<file path="src/rtl/nec_ir_tx_pkg.sv">
// Shared NEC IR transmitter definitions: FSM states, frame unit counts and
// clock-derived timing helpers (unit tick T and 38 kHz carrier period).
package nec_ir_pkg;

  typedef enum logic [2:0] {
    IDLE,
    LEAD_MARK,
    LEAD_SPACE,
    BIT_MARK,
    BIT_SPACE,
    STOP_MARK,
    RPT_SPACE
  } nec_state_e;

  localparam int unsigned LEAD_UNITS       = 16;
  localparam int unsigned LEAD_SP_UNITS    = 8;
  localparam int unsigned RPT_SP_UNITS     = 4;
  localparam int unsigned ONE_SP_UNITS     = 3;
  localparam int unsigned BIT_UNITS        = 1;
  localparam int unsigned CARRIER_KHZ      = 38;
  localparam int unsigned CARRIER_DUTY_DIV = 3;

  // 562.5 us expressed in system clocks, truncated
  function automatic int unsigned unit_clocks(input int unsigned mhz);
    return (mhz * 1125) / 2;
  endfunction

  function automatic int unsigned carrier_period(input int unsigned mhz);
    return (mhz * 1000) / CARRIER_KHZ;
  endfunction

  function automatic logic is_mark(input nec_state_e s);
    return (s == LEAD_MARK) || (s == BIT_MARK) || (s == STOP_MARK);
  endfunction

endpackage

</file>
<file path="src/rtl/nec_carrier_gen.sv">
// 38 kHz carrier generator: free-running period counter while enabled, high for
// the first PERIOD/CARRIER_DUTY_DIV clocks, phase forced to zero by restart_i.
module nec_carrier_gen
  import nec_ir_pkg::*;
#(
  parameter int unsigned PERIOD = 52
) (
  input  logic clk,
  input  logic rst_n,
  input  logic enable_i,
  input  logic restart_i,
  output logic carrier_o
);

  localparam int unsigned HIGH  = PERIOD / CARRIER_DUTY_DIV;
  localparam int unsigned CNT_W = $clog2(PERIOD);

  logic [CNT_W-1:0] cnt_q, cnt_d;

  always_comb begin
    cnt_d = cnt_q;
    if (restart_i) begin
      cnt_d = '0;
    end else if (enable_i) begin
      cnt_d = (cnt_q == CNT_W'(PERIOD - 1)) ? '0 : cnt_q + 1'b1;
    end
  end

  always_ff @(posedge clk) begin
    if (!rst_n) begin
      cnt_q <= '0;
    end else begin
      cnt_q <= cnt_d;
    end
  end

  assign carrier_o = enable_i && (cnt_q < CNT_W'(HIGH));

endmodule

</file>
<file path="src/rtl/nec_ir_tx.sv">
// NEC IR frame transmitter (full frame or repeat code). Define NEC_IR_TX_CARRIER_EN
// to modulate marks with a 38 kHz carrier; otherwise o_ir is the baseband envelope.
//
// state      | meaning
// IDLE       | ready for a request, o_ir low
// LEAD_MARK  | 16 T leader burst
// LEAD_SPACE | 8 T leader gap (full frame)
// BIT_MARK   | 1 T burst that opens every data bit
// BIT_SPACE  | 1 T ('0') or 3 T ('1') gap
// STOP_MARK  | 1 T trailing burst, o_done on its last cycle
// RPT_SPACE  | 4 T gap of a repeat code
module nec_ir_tx
  import nec_ir_pkg::*;
#(
  parameter int unsigned CLOCK_FREQ_MHZ = 50
) (
  input  logic       clk,
  input  logic       rst_n,
  input  logic       i_valid,
  input  logic       i_repeat,
  input  logic [7:0] i_addr,
  input  logic [7:0] i_cmd,
  output logic       o_ready,
  output logic       o_busy,
  output logic       o_done,
  output logic       o_ir
);

  localparam int unsigned T       = unit_clocks(CLOCK_FREQ_MHZ);
  localparam int unsigned TIMER_W = $clog2(LEAD_UNITS * T);

  // Timer reload values are (duration - 1) so terminal count lands on the last cycle
  localparam logic [TIMER_W-1:0] LD_LEAD    = TIMER_W'(LEAD_UNITS * T - 1);
  localparam logic [TIMER_W-1:0] LD_LEAD_SP = TIMER_W'(LEAD_SP_UNITS * T - 1);
  localparam logic [TIMER_W-1:0] LD_RPT_SP  = TIMER_W'(RPT_SP_UNITS * T - 1);
  localparam logic [TIMER_W-1:0] LD_ONE_SP  = TIMER_W'(ONE_SP_UNITS * T - 1);
  localparam logic [TIMER_W-1:0] LD_BIT     = TIMER_W'(BIT_UNITS * T - 1);

  nec_state_e         state_q, state_d;
  logic [TIMER_W-1:0] timer_q, timer_d;
  logic [4:0]         bit_q, bit_d;
  logic [31:0]        data_q, data_d;
  logic               rpt_q, rpt_d;
  logic               tc;
  logic               mark;

  assign tc = (timer_q == '0);

  always_comb begin
    state_d = state_q;
    timer_d = timer_q;
    bit_d   = bit_q;
    data_d  = data_q;
    rpt_d   = rpt_q;
    if (state_q != IDLE && !tc) begin
      timer_d = timer_q - 1'b1;
    end
    unique case (state_q)
      IDLE: begin
        if (i_valid) begin
          state_d = LEAD_MARK;
          timer_d = LD_LEAD;
          bit_d   = '0;
          rpt_d   = i_repeat;
          data_d  = {~i_cmd, i_cmd, ~i_addr, i_addr};
        end
      end
      LEAD_MARK: begin
        if (tc) begin
          state_d = rpt_q ? RPT_SPACE : LEAD_SPACE;
          timer_d = rpt_q ? LD_RPT_SP : LD_LEAD_SP;
        end
      end
      LEAD_SPACE: begin
        if (tc) begin
          state_d = BIT_MARK;
          timer_d = LD_BIT;
        end
      end
      BIT_MARK: begin
        if (tc) begin
          state_d = BIT_SPACE;
          timer_d = data_q[0] ? LD_ONE_SP : LD_BIT;
        end
      end
      BIT_SPACE: begin
        if (tc) begin
          timer_d = LD_BIT;
          if (bit_q == 5'd31) begin
            state_d = STOP_MARK;
          end else begin
            state_d = BIT_MARK;
            bit_d   = bit_q + 1'b1;
            data_d  = {1'b0, data_q[31:1]};
          end
        end
      end
      RPT_SPACE: begin
        if (tc) begin
          state_d = STOP_MARK;
          timer_d = LD_BIT;
        end
      end
      STOP_MARK: begin
        if (tc) begin
          state_d = IDLE;
        end
      end
      default: state_d = IDLE;
    endcase
  end

  always_ff @(posedge clk) begin
    if (!rst_n) begin
      state_q <= IDLE;
      timer_q <= '0;
      bit_q   <= '0;
      data_q  <= '0;
      rpt_q   <= 1'b0;
    end else begin
      state_q <= state_d;
      timer_q <= timer_d;
      bit_q   <= bit_d;
      data_q  <= data_d;
      rpt_q   <= rpt_d;
    end
  end

  assign mark    = is_mark(state_q);
  assign o_ready = (state_q == IDLE);
  assign o_busy  = (state_q != IDLE);
  assign o_done  = (state_q == STOP_MARK) && tc;

`ifdef NEC_IR_TX_CARRIER_EN
  localparam int unsigned P = carrier_period(CLOCK_FREQ_MHZ);

  logic carrier;
  logic restart;

  // Restart one cycle early so the first mark cycle sees phase zero (carrier high)
  assign restart = is_mark(state_d) && !mark;

  nec_carrier_gen #(
    .PERIOD(P)
  ) u_carrier (
    .clk       (clk),
    .rst_n     (rst_n),
    .enable_i  (mark),
    .restart_i (restart),
    .carrier_o (carrier)
  );

  assign o_ir = carrier;
`else
  assign o_ir = mark;
`endif

endmodule

</file>
<file path="config.mk">
export PLATFORM = sky130hd
export DESIGN_NAME = nec_ir_tx
export DESIGN_NICKNAME = d
export VERILOG_FILES = /design/src/rtl/nec_ir_tx_pkg.sv /design/src/rtl/nec_carrier_gen.sv /design/src/rtl/nec_ir_tx.sv
export SDC_FILE = /design/constraint.sdc
export NUM_CORES = 1
export LEC_CHECK = 0
export BUFFER_PORTS_ARGS = -buffer_cell sky130_fd_sc_hd__buf_2
export CORE_UTILIZATION = 45
export DETAILED_ROUTE_END_ITERATION = 8
export HOLD_SLACK_MARGIN = 0.1
export SLEW_MARGIN = 20
export SYNTH_ARGS = -nofsm -noshare
export SYNTH_HDL_FRONTEND = slang
export SYNTH_SLANG_ARGS = --single-unit
</file>
<file path="constraint.sdc">
create_clock -name clk -period 3.4 [get_ports clk]
set_input_delay 0.34 -clock clk [delete_from_list [all_inputs] [get_ports clk]]
set_output_delay 0.34 -clock clk [all_outputs]
set_load 0.02 [all_outputs]
</file>
==> Flow_metrics.wiki, run 1 <==
{| class="wikitable"
! Metric !! Value
|-
| Clock net sink count || 60
|-
| CTS tree || built
|-
| Number of warnings printed during yosys synthesis || 0
|-
| Max Cap Violations || 0
|-
| Highest-delay cell along the critical path || sky130_fd_sc_hd__dfxtp_1
|-
| Wire length on met1 || 3490 um
|-
| Number of buffers created by CTS || 9
|-
| Share of layout cells above drive strength 1 || 0.149
|-
| Count of buffers added by post-CTS timing repair for setup || 0
|-
| Worst-case hold slack || 0.237 ns
|-
| Floorplan die height || approximately 85 um
|-
| Setup repair after global routing missed its margin || false
|-
| Length of the first detailed-routing pass in iterations || 8
|-
| Number of nets with antenna violations after detailed routing || 0
|-
| Horiz. Die Dim || about 85 um
|-
| Total number of placement rows || 29
|-
| Core ar. || 6490 um^2
|-
| Quantity of gates resized following cts || 0
|-
| Post-synthesis register bit count || 60
|-
| Maximum number of pins on one net before global-route repair || 50
|-
| Leakage power figure || ~0.0013 uW
|-
| Cell types with the largest area share after synthesis || sky130_fd_sc_hd__dfxtp_1 (39%), sky130_fd_sc_hd__nand2_1 (8.6%), sky130_fd_sc_hd__a21oi_1 (5.5%)
|-
| R2r worst-path depth || 5
|-
| Clk Latency, worst-skew pair || 0.34 ns
|-
| Initial antenna violation count || 0
|-
| ANT cells || 0
|-
| Critical path arrival || 2.22 ns
|-
| Synth-to-Final Area Change || 12.6%
|-
| Fraction of the core area covered by cells at the end of the flow || 0.536
|-
| I/O pin count || 24
|-
| Setup-failing EPs final || 0
|-
| Die area || about 7000 um^2
|-
| Depth of the critical timing path with buffers and inverters included || 7
|-
| Type of the tightest min-delay check || in -> reg
|-
| Dominant delay contributor by cell family on the critical path || simple AND/OR/NAND/NOR gates
|-
| Maximum fanout count along the critical path || 9
|-
| Number of global-route vias before repair || 2785
|-
| H-tree depth reported by CTS || 3
|-
| Cells traversed along the worst timing path || inv_1, ha_1, nor3b_1, and4_1, nand2_1, nor3_1, buf_2
|-
| DRC viols || 0
|-
| Clock transition at the registers of the reported paths || about 0.07 ns
|-
| PortBufs || 23
|-
| Largest stage delay on the critical path || 0.37 ns
|-
| Commonest cells after routing, fill and taps aside || sky130_fd_sc_hd__nand2_1 (71), sky130_fd_sc_hd__dfxtp_1 (60), sky130_fd_sc_hd__a21oi_1 (34)
|-
| Number of flops mapped to enable cells by yosys || 0
|-
| Routed via count divided by cell count || 6.05
|-
| Global Route Usage Sum || 0.237
|-
| Master cell of the clock root buffer || sky130_fd_sc_hd__clkbuf_8
|-
| Met3 routed wirelength || 429 um
|-
| Startpoint-to-endpoint class of the critical path || reg -> out
|-
| Count of nets after finishing || 429
|-
| Commonest non-fill, non-tap cell in the layout || sky130_fd_sc_hd__nand2_1
|-
| Fin. Hold Viols || 0
|-
| Instance count along the most critical hold path || 3
|-
| Startpoint type of the worst setup path || flop
|-
| Top-area cell type share of the netlist area || 0.389
|-
| Buffering stage count on the worst path with inverters included || 2
|-
| CP required || 3.06 ns
|-
| Post-route insts no fill || 487
|-
| Highest routed layer || met4
|-
| Fraction of registers with async set/reset || 0
|-
| GP Congestion || approximately 0.85
|-
| Half-perimeter wire length after placement || 5370 um
|-
| Worst relative slew slack || 0.520
|-
| Maximum clock insertion buffer count || 2
|-
| Largest vdd supply drop || 0.000299 V
|-
| Actual transition at the worst max-transition pin || 0.720 ns
|-
| Number of placed instances, taps included || 471
|-
| Leftover overflow at the end of global routing || 0
|-
| Post-cts hold buffer count || 0
|-
| Wire length of the first global-routing pass || 13400 um
|-
| Outcome || finished, final reports clean
|-
| FMAX || 391 MHz
|-
| Total power divided by cell area || between 500 and 600 nW/um^2
|-
| Syn avg cell area || 7.97 um^2
|-
| Tcrit/Tclk final || 0.752
|-
| Final Critical Period || 2.56 ns
|-
| Routed length on met2 || about 3700 um
|-
| Top FF cell, synth || sky130_fd_sc_hd__dfxtp_1
|-
| Sequential area share after synthesis || 0.389
|-
| Library cells used by synthesis || around 60
|-
| Dominant cell type by area after synthesis || sky130_fd_sc_hd__dfxtp_1
|-
| DRT Wirelength || 7830 um
|-
| Crit. End Element || output pin
|-
| Net count after synthesis || 412
|-
| Worst clock skew || 0.00861 ns
|-
| First DRT Iteration DRCs || 349
|-
| Max-slew violation count || 0
|-
| Starting Density || 0.476
|-
| WL per Instance || 16.1 um
|-
| Via count of the routed design || 2946
|-
| Post-Synthesis Cell Area || 3090 um^2
|-
| Reg-to-reg slack, setup || 0.97 ns
|-
| Aggregate negative setup slack || 0 ns
|-
| Number of instances in the synthesized netlist || 388
|}
-- synth_stat cells, types with 8 or more instances --
| cell | instances |
|---|---|
| sky130_fd_sc_hd__a311oi_1 | 16 |
| sky130_fd_sc_hd__xor2_1 | 11 |
| sky130_fd_sc_hd__nand3_1 | 9 |
| sky130_fd_sc_hd__buf_2 | 10 |
| sky130_fd_sc_hd__nand4_1 | 8 |
| sky130_fd_sc_hd__clkbuf_1 | 15 |
| sky130_fd_sc_hd__nor3_1 | 9 |
| sky130_fd_sc_hd__nor2_1 | 31 |
| sky130_fd_sc_hd__o21ai_0 | 13 |
| sky130_fd_sc_hd__a21oi_1 | 34 |
| sky130_fd_sc_hd__dfxtp_1 | 60 |
| sky130_fd_sc_hd__nand2_1 | 71 |
| sky130_fd_sc_hd__o211ai_1 | 15 |
-- worst paths after layout --
path | start | end
max | timer_q[0] | o_done
min | i_repeat | rpt_q
max reg2reg | state_q[0] | timer_q[13]
min reg2reg | data_q[12] | data_q[12]
-- through the flow --
step / area [um^2] / power (uW) / setup slack [ns]
floorplan: 3090 / 1050 / 1.12
global route: 3480 / 1930 / 0.603
finish: 3480 / 1830 / 0.844
CTS: 3480 / 1840 / 0.852
global placement: 3260 / 1130 / 0.993
detailed placement: 3260 / 1130 / 0.984
-- final cells by class --
cell class | instances | area, um^2
well taps | 77 | 96.3
inverters | 8 | 30.0
fillers | 663 | 3020
repair buffers | 33 | 190
flip-flops and latches | 60 | 1200
clock buffers | 10 | 128
clock inverters | 6 | 88.8
multi-input cells | 293 | 1740
-- worst register-to-register path: stages, from the launching register on --
cell and delay (ns):
sky130_fd_sc_hd__dfxtp_1 0.79, sky130_fd_sc_hd__nor3_2 0.25, sky130_fd_sc_hd__nor4b_2 0.69, sky130_fd_sc_hd__nand4_1 0.21
sky130_fd_sc_hd__xor2_1 0.18, sky130_fd_sc_hd__a211oi_1 0.23
-- per-layer routing --
layer	vias up	GRT usage
met1	1374	0.300
li1	1461	-
met4	0	0.0878
met5	-	0
met2	89	0.384
met3	22	0.0681
-- registers in the layout, indices dropped and copies added, names as in the netlist --
name and flops:
data_q 32, state_q 3, bit_q 5, rpt_q 1, timer_q 19
-- power breakdown --
group / leakage, uW / switching, uW / internal, uW / total [uW]
Clock: 0.000102 / 299 / 412 / 711
Combinational: 0.000679 / 185 / 121 / 306
Sequential: 0.000495 / 52.1 / 761 / 813
-- cells by family (layout without fill, tap and decap cells) --
logic type,Yosys count,in the layout,synth area share
buffers and inverters,35,57,0.0490
AND/OR/NAND/NOR,160,160,0.253
XOR/XNOR,14,14,0.0397
multiplexers,1,1,0.00324
adder cells (fa/ha/maj),5,5,0.0194
flip-flops,60,60,0.389
AO/OA/AOI/OAI,113,113,0.247
Power figures use the tool's default switching activity.
==> inputs of run 2 (changes only) <==
--- a/config.mk
+++ b/config.mk
@@ -9,6 +9,7 @@
 export CORE_UTILIZATION = 45
 export DETAILED_ROUTE_END_ITERATION = 8
 export HOLD_SLACK_MARGIN = 0.1
+export PLACE_DENSITY = 0.65
 export SLEW_MARGIN = 20
 export SYNTH_ARGS = -nofsm -noshare
 export SYNTH_HDL_FRONTEND = slang
==> constraint.sdc (replaced) <==
create_clock -name clk -period 2.2 [get_ports clk]
set_input_delay 0.22 -clock clk [delete_from_list [all_inputs] [get_ports clk]]
set_output_delay 0.22 -clock clk [all_outputs]
set_load 0.02 [all_outputs]
==> Flow_metrics.wiki, run 2 (synthesis results as in run 1) <==
{| class="wikitable"
! Metric !! Value
|-
| Outcome || finished, final reports clean (unchanged)
|-
| Top Registers || data_q (32), timer_q (19), bit_q (5) (unchanged)
|-
| Clk network pwr share || 0.359 (was 0.389)
|-
| Sequential Power Share || 0.443 (was 0.444)
|-
| ANT cells || 0 (unchanged)
|-
| GP Congestion || 0.983 (was 0.846)
|-
| Via count of the routed design || 3045 (was 2946)
|-
| Crit. End Element || flop (was output pin)
|-
| Total number of placement rows || 29 (unchanged)
|-
| Routed via count divided by cell count || 6.04 (was 6.05)
|-
| Final Critical Period || around 2.1 ns
|-
| Die area || 7200 um^2 (unchanged)
|-
| Max-slew violation count || 0 (unchanged)
|-
| Count of nets after finishing || 446 (was 429)
|-
| Setup-failing EPs final || 0 (unchanged)
|-
| Setup slack after layout || 0.0611 ns (was 0.844 ns)
|-
| Horiz. Die Dim || 84.9 um (unchanged)
|-
| Gate power share || 0.198 (was 0.167)
|-
| Total power divided by cell area || 771 nW/um^2 (was 526 nW/um^2)
|-
| Reg-to-reg slack, setup || 0.06 ns (was 0.97 ns)
|-
| Starting Density || 0.476 (unchanged)
|-
| Half-perimeter wire length after placement || 5780 um (was 5370 um)
|-
| I/O pin count || 24 (unchanged)
|-
| Setup WS pre-CTS || 0.0340 ns (was 0.984 ns)
|-
| Clk Latency, worst-skew pair || 0.34 ns (about the same)
|-
| FMAX || 468 MHz
|-
| DRC viols || 0 (unchanged)
|-
| First DRT Iteration DRCs || 301 (was 349)
|-
| Maximum number of pins on one net before global-route repair || 50 (unchanged)
|-
| Commonest non-fill, non-tap cell in the layout || sky130_fd_sc_hd__nand2_1 (unchanged)
|-
| Startpoint type of the worst setup path || flop (unchanged)
|-
| Synth-to-Final Area Change || 18.0% (was 12.6%)
|-
| Actual transition at the worst max-transition pin || 0.777 ns (was 0.720 ns)
|-
| Commonest cells after routing, fill and taps aside || sky130_fd_sc_hd__nand2_1 (70), sky130_fd_sc_hd__dfxtp_1 (60), sky130_fd_sc_hd__a21oi_1 (34) (was sky130_fd_sc_hd__nand2_1 (71), sky130_fd_sc_hd__dfxtp_1 (60), sky130_fd_sc_hd__a21oi_1 (34))
|-
| Tcrit/Tclk final || 0.972
|-
| Floorplan die height || 84.9 um (unchanged)
|-
| Number of buffers created by CTS || 9 (unchanged)
|-
| Largest vdd supply drop || 0.000355 V (was 0.000299 V)
|-
| Worst clock skew || 0.0112 ns (was 0.00861 ns)
|-
| H-tree depth reported by CTS || 3 (unchanged)
|-
| Initial antenna violation count || 0 (unchanged)
|-
| Post-cts hold buffer count || 0 (unchanged)
|-
| Max FFs per register || 32 (unchanged)
|-
| Startpoint-to-endpoint class of the critical path || reg -> reg (was reg -> out)
|-
| Most flops, register || data_q (unchanged)
|-
| CTS tree || built (unchanged)
|-
| Clock net sink count || 60 (unchanged)
|-
| Wire length of the first global-routing pass || 13700 um (was 13400 um)
|-
| Cell internal power dissipation || 1930 uW (was 1290 uW)
|-
| PortBufs || 23 (unchanged)
|-
| Maximum clock insertion buffer count || 2 (unchanged)
|-
| Fin. Hold Viols || 0 (unchanged)
|-
| Number of nets with antenna violations after detailed routing || 0 (unchanged)
|-
| WL per Instance || 16.7 um (was 16.1 um)
|-
| Critical path arrival || 2.37 ns (was 2.22 ns)
|-
| Maximum fanout count along the critical path || 7 (was 9)
|-
| Core ar. || 6490 um^2 (unchanged)
|-
| Net Sw Power || 881 uW (was 536 uW)
|-
| Leftover overflow at the end of global routing || 0 (unchanged)
|-
| Worst relative slew slack || 0.469 (was 0.520)
|-
| Global Route Usage Sum || 0.239 (was 0.237)
|-
| DRT Wirelength || 8390 um (was 7830 um)
|-
| Length of the first detailed-routing pass in iterations || 5 (was 8)
|-
| Aggregate negative setup slack || 0 ns (unchanged)
|-
| Number of global-route vias before repair || 2752 (was 2785)
|-
| Leakage power figure || 0.00139 uW (was 0.00128 uW)
|-
| Master cell of the clock root buffer || sky130_fd_sc_hd__clkbuf_8 (unchanged)
|-
| CP required || 2.43 ns (was 3.06 ns)
|-
| Max Cap Violations || 0 (unchanged)
|-
| Switching portion of total power || 0.313 (was 0.293)
|-
| Type of the tightest min-delay check || in -> reg (unchanged)
|-
| Clock transition at the registers of the reported paths || 0.07 ns (about the same)
|-
| Share of layout cells above drive strength 1 || 0.197 (was 0.149)
|}
-- run 2: cell count changes in the layout (fill, tap and decap cells not counted), moves of 2 or more --
| cell | previous run | this run |
|---|---|---|
| sky130_fd_sc_hd__buf_12 | 0 | 2 |
| sky130_fd_sc_hd__clkinvlp_4 | 2 | 0 |
| sky130_fd_sc_hd__nor2_1 | 31 | 29 |
| sky130_fd_sc_hd__clkinv_4 | 1 | 3 |
| sky130_fd_sc_hd__buf_4 | 10 | 25 |
-- run 2: layer usage --
layer / track usage / share of wire / up-vias
met3: 0.0691 / 0.083 / 14
li1: - / - / 1494
met4: 0.0786 / 0.014 / 0
met2: 0.331 / 0.42 / 133
met5: 0 / 0 / -
met1: 0.354 / 0.49 / 1404
-- run 2: timing repair --
item                       in CTS  in global routing
setup endpoints to repair       1                 15
resized for setup               6                  5
setup buffers                   0                  2
pin swaps                       0                  1
-- run 2: power groups by stage --
stage | sequential [uW] | clock, uW | combinational (uW)
CTS | 1240 | 1030 | 531
finish | 1250 | 1010 | 558
floorplan | 1250 | 0 | 369
global route | 1260 | 1090 | 610
global placement | 1260 | 0 | 519
detailed placement | 1260 | 0 | 520
-- run 2: final cells by class --
type | count | area, um^2
Clock inverter | 7 | 75.1
Multi-Input combinational cell | 293 | 1780
Fill cell | 591 | 2850
Clock buffer | 9 | 124
Sequential cell | 60 | 1200
Timing Repair Buffer | 50 | 343
Inverter | 8 | 30.0
Tap cell | 77 | 96.3
-- run 2: through the flow --
step | utilization | total power, uW | instances | hold WS [ns] | instance area [um^2]
finish | 0.562 | 2810 | 504 | 0.130 | 3650
global route | 0.562 | 2960 | 504 | 0.149 | 3650
CTS | 0.554 | 2800 | 502 | 0.117 | 3600
detailed placement | 0.521 | 1780 | 486 | 0.448 | 3380
global placement | 0.521 | 1780 | 486 | 0.439 | 3380
floorplan | - | 1620 | 388 | 0.356 | 3090
-- run 2: final timing paths --
kind / endpoint / startpoint / cells after the start
max: timer_q[6] / timer_q[1] / 7
min: rpt_q / i_repeat / 3
max reg2reg: timer_q[6] / timer_q[1] / 7
min reg2reg: data_q[12] / data_q[12] / 2
-- run 2: critical path: stages (launching register included) --
cell and delay, ns:
sky130_fd_sc_hd__dfxtp_1 0.37, sky130_fd_sc_hd__inv_2 0.07, sky130_fd_sc_hd__ha_1 0.19, sky130_fd_sc_hd__nor3b_4 0.16, sky130_fd_sc_hd__and4_4 0.23, sky130_fd_sc_hd__a2111oi_0 0.73
sky130_fd_sc_hd__xnor2_1 0.19, sky130_fd_sc_hd__a21oi_1 0.08
